<file path="src/rtl/booth_controller.sv">
// booth_controller: sequencing FSM for a radix-2 Booth multiplier datapath.
// Accepts operands, runs WIDTH_IN add/sub/shift steps, then holds the product.
module booth_controller #(
    parameter int WIDTH_IN = 16,
    parameter int CNT_W    = $clog2(WIDTH_IN) + 1
) (
    input  logic             clk,
    input  logic             reset,
    input  logic             in_valid,
    output logic             in_ready,
    input  logic             abort,
    input  logic [1:0]       pp_lsb,
    output logic             ld,
    output logic             ld_m,
    output logic             ld_p,
    output logic             en,
    output logic [1:0]       alu_op,
    output logic             busy,
    output logic [CNT_W-1:0] iter,
    output logic             out_valid,
    input  logic             out_ready
);
    typedef enum logic [1:0] {IDLE, RUN, DONE} state_t;

    localparam logic [1:0] ALU_NOP = 2'b00;
    localparam logic [1:0] ALU_ADD = 2'b01;
    localparam logic [1:0] ALU_SUB = 2'b10;

    localparam logic [CNT_W-1:0] LAST = CNT_W'(WIDTH_IN - 1);
    localparam logic [CNT_W-1:0] FULL = CNT_W'(WIDTH_IN);

    state_t           state_q, state_d;
    logic [CNT_W-1:0] iter_q, iter_d;

    always_ff @(posedge clk or negedge reset) begin
        if (!reset) begin
            state_q <= IDLE;
            iter_q  <= '0;
        end else begin
            state_q <= state_d;
            iter_q  <= iter_d;
        end
    end

    always_comb begin
        state_d   = state_q;
        iter_d    = iter_q;
        in_ready  = 1'b0;
        ld        = 1'b0;
        ld_m      = 1'b0;
        ld_p      = 1'b0;
        en        = 1'b0;
        alu_op    = ALU_NOP;
        busy      = 1'b0;
        out_valid = 1'b0;

        case (state_q)
            IDLE: begin
                in_ready = ~abort;
                if (in_valid && !abort) begin
                    ld      = 1'b1;
                    ld_m    = 1'b1;
                    iter_d  = '0;
                    state_d = RUN;
                end
            end
            RUN: begin
                busy = 1'b1;
                en   = 1'b1;
                // {Q0, Q-1}: 0->1 transition adds M, 1->0 subtracts M
                unique case (1'b1)
                    (pp_lsb == 2'b01): alu_op = ALU_ADD;
                    (pp_lsb == 2'b10): alu_op = ALU_SUB;
                    default:           alu_op = ALU_NOP;
                endcase
                if (iter_q != FULL) begin
                    iter_d = iter_q + 1'b1;
                end
                if (iter_q == LAST) begin
                    state_d = DONE;
                end
            end
            DONE: begin
                out_valid = 1'b1;
                if (out_ready) begin
                    iter_d  = '0;
                    state_d = IDLE;
                end
            end
            default: begin
                iter_d  = '0;
                state_d = IDLE;
            end
        endcase

        // A product discarded by abort must never appear valid.
        if (abort) begin
            ld        = 1'b0;
            ld_m      = 1'b0;
            en        = 1'b0;
            out_valid = 1'b0;
            ld_p      = 1'b1;
            iter_d    = '0;
            state_d   = IDLE;
        end
    end

    assign iter = iter_q;

endmodule

</file>
<file path="config.mk">
export PLATFORM = sky130hd
export DESIGN_NAME = booth_controller
export DESIGN_NICKNAME = d
export VERILOG_FILES = /design/src/rtl/booth_controller.sv
export SDC_FILE = /design/constraint.sdc
export NUM_CORES = 1
export LEC_CHECK = 0
export CAP_MARGIN = 5
export CORE_MARGIN = 2
export CORE_UTILIZATION = 27
export CTS_BUF_LIST = sky130_fd_sc_hd__clkbuf_16
export CTS_CLUSTER_DIAMETER = 50
export DETAILED_ROUTE_END_ITERATION = 7
export HOLD_SLACK_MARGIN = 0.12
export PLACE_DENSITY = 0.57
export SKIP_CTS_REPAIR_TIMING = 1
export SLEW_MARGIN = 0
export SYNTH_ARGS = -nofsm -noshare
export SYNTH_HDL_FRONTEND = slang
export SYNTH_SLANG_ARGS = --single-unit
</file>
<file path="constraint.sdc">
create_clock -name clk -period 1.9 [get_ports clk]
set_input_delay 0.285 -clock clk [delete_from_list [all_inputs] [get_ports clk]]
set_output_delay 0.285 -clock clk [all_outputs]
set_load 0.02 [all_outputs]
</file>
==> results.sh <==
export IMPL_critPathLaunchType="input port"
export IMPL_worstPathMaxFanout=6
export IMPL_syn_to_final_growth_pct=78.83
export IMPL_finalSetupViolCount=0
export IMPL_power_density_mw_per_mm2=786.6
export IMPL_drive_gt1_share_pct=20.00
export IMPL_dp_hpwl_microns=806.5
export IMPL_yosys_warnings=0
export IMPL_worstSetupPathType="input port to output pin"
export IMPL_grt_pass1_wl_microns=1821
export IMPL_diodes=0
export IMPL_clkSlewWorstSetupHoldPaths_ps=40
export IMPL_synth_edf_count=0
export IMPL_synthArstFlopShare_pct=100.0
export IMPL_r2r_start="state_q[1]$_DFFE_PN0P_"
export IMPL_routedWlPerCell_microns=13.01
export IMPL_cts_buffers=3
export IMPL_fin_nets=81
export IMPL_ys_seq_elements=7
export IMPL_ir_worst_vdd_mv=0.5346
export IMPL_crit_path_end_kind="output pin"
export IMPL_tightest_slew_ps=366.9
export IMPL_hold_viol=0
export IMPL_grt_max_degree=8
export IMPL_relSlewSlack_pct=75.35
export IMPL_place_gp_congestion=0.7183
export IMPL_worstPathRequired_ps=1620
export IMPL_coreArea_sq_mm=0.001541
export IMPL_cpMostUsedCell="clkdlybuf4s50_1"
export IMPL_synthTopCellsByArea="dfrtp_1, ha_1, a32o_1, nor3b_1, a22o_1"
export IMPL_worst_r2r_setup_slack_ps=490
export IMPL_fin_skew_ps=1.106
export IMPL_cts_root_buf="clkbuf_16"
export IMPL_ios=21
export IMPL_grt_usage_pct=13.07
export IMPL_drt_iter0_drc=4
export IMPL_synth_area_sq_um=449.2
export IMPL_final_instance_count_excl_fill=86
export IMPL_multi_input_area_sq_um=245.2
export IMPL_avgSynthCellArea_sq_um=10.69
export IMPL_path_cells="clkdlybuf4s50_1 > buf_4 > clkdlybuf4s50_1"
export IMPL_numPlacedInstances=82
export IMPL_status="complete, no violations"
export IMPL_fin_crit_ps=1876
export IMPL_routed_wl_microns=1119
export IMPL_slew_viol_final=0
export IMPL_dr_pass1_iters=2
export IMPL_yosysTopAreaCellShare_pct=39.00
export IMPL_antenna_found_initial=0
export IMPL_finalCritPeriodShare_pct=98.75
export IMPL_max_freq_ghz=0.5330
export IMPL_worstHoldPathType="input port to async pin"
export IMPL_ys_top_cells_by_count="dfrtp_1, inv_1, a32o_1, ha_1, nor3b_1"
export IMPL_regArea_sq_um=175.2
export IMPL_port_buffers=20
export IMPL_vias=434
export IMPL_leakagePower_uw=0.0004736
export IMPL_arrival_ps=1590
export IMPL_fp_dieW_microns=44.79
export IMPL_synth_largest_area_cell="dfrtp_1"
export IMPL_final_antenna_net_count=0
export IMPL_yosysUniqueCellTypes=24
export IMPL_insertion_delay_ps=230
export IMPL_drc=0
export IMPL_cts_tree="yes"
export IMPL_clock_path_buffers=2
export IMPL_holdWs_ps=333.3
export IMPL_synth_ff_type="dfrtp_1"
export IMPL_yosysMostFrequentCell="dfrtp_1"
export IMPL_cts_sinks=7
export IMPL_rows=14
export IMPL_grt_pass1_vias=411
export IMPL_dieArea_sq_mm=0.002006
export IMPL_r2r_cells=3
export IMPL_fill_cells=156
export IMPL_worstReg2RegEnd="iter[3]$_DFFE_PN0P_"
export IMPL_ys_seq_area_share_pct=39.00
export IMPL_htree_levels=1
export IMPL_cpMaxStageDelayCell="clkdlybuf4s50_1"
export IMPL_max_cap_violations=0
export IMPL_fin_total_pwr_uw=631.9
export IMPL_post_drt_via_cell_ratio=5.047
export IMPL_cpPeakStageDelay_ps=600
export IMPL_chipHeight_microns=44.79
export IMPL_syn_instance_count=42
export IMPL_syn_num_nets=52
export IMPL_initial_core_util_pct=29.14
export IMPL_grt_overflow_total=0
## per-stage QoR
stage	utilization, %	cell area, sq um	worst slack [ps]	setup TNS [ps]
4_1_cts	50.49	778.2	-205.6	-1116
3_5_place_dp	45.37	699.4	-198.9	-801.8
6_report	52.11	803.3	23.80	0
3_3_place_gp	45.37	699.4	-198.3	-796.1
2_1_floorplan	-	449.2	127.5	0
5_1_grt	52.11	803.3	-5.736	-5.736
## kinds of logic after synthesis
logic type               share of synthesized area (%)
buffers and inverters                            7.518
adder cells (fa/ha/maj)                          8.357
AND/OR/NAND/NOR                                  20.06
flip-flops                                       39.00
AO/OA/AOI/OAI                                    20.62
XOR/XNOR                                         1.950
multiplexers                                     2.507
## report_power, final
part	switching, uW	internal [uW]
sequential	7.98	155
clock	80.7	274
combinational	52.5	61.7
total	141	491
## cell type report
type	count	area share (%)
inverter	5	2.336
timing repair buffer	26	33.02
clock inverter	1	0.4673
tap	16	2.492
multi-input combinational	28	30.53
sequential	7	21.81
clock buffer	3	9.346
## critical path, delay by kind of cell
family	cells	cell delay (ps)
buffers and inverters	3	1310
## registers in the layout (all words and copies together) (netlist names)
signal and count:
iter 5, state_q 2
## cell usage in the layout, fill, tap and decap left out, types with 2 or more instances in the layout
cell type / Yosys / layout
a22o_1: 2 / 2
a32o_1: 3 / 3
buf_4: 2 / 6
clkbuf_16: 0 / 3
clkdlybuf4s50_1: 0 / 12
dfrtp_1: 7 / 7
dlymetal6s2s_1: 0 / 8
ha_1: 3 / 3
inv_1: 4 / 5
nor3b_1: 3 / 3
## worst max-delay path by stage
stage,start,end,slack [ps],depth (start not counted)
6_report,abort,ld_p,20,3
5_1_grt,abort,ld_p,-6,3
4_1_cts,abort,en,-210,4
3_5_place_dp,abort,en,-200,4
3_3_place_gp,abort,ld,-200,4
2_1_floorplan,state_q[1]$_DFFE_PN0P_,ld_m,130,3
## per-layer routing
metal  part of all wire, %  track usage, %  wire [microns]
met5                     0               0               0
met4                   3.4           10.59              38
met3                    10           3.200             117
met2                    41           17.97             455
met1                    45           17.21             508
No activity file was read; power rests on OpenSTA's default activity.
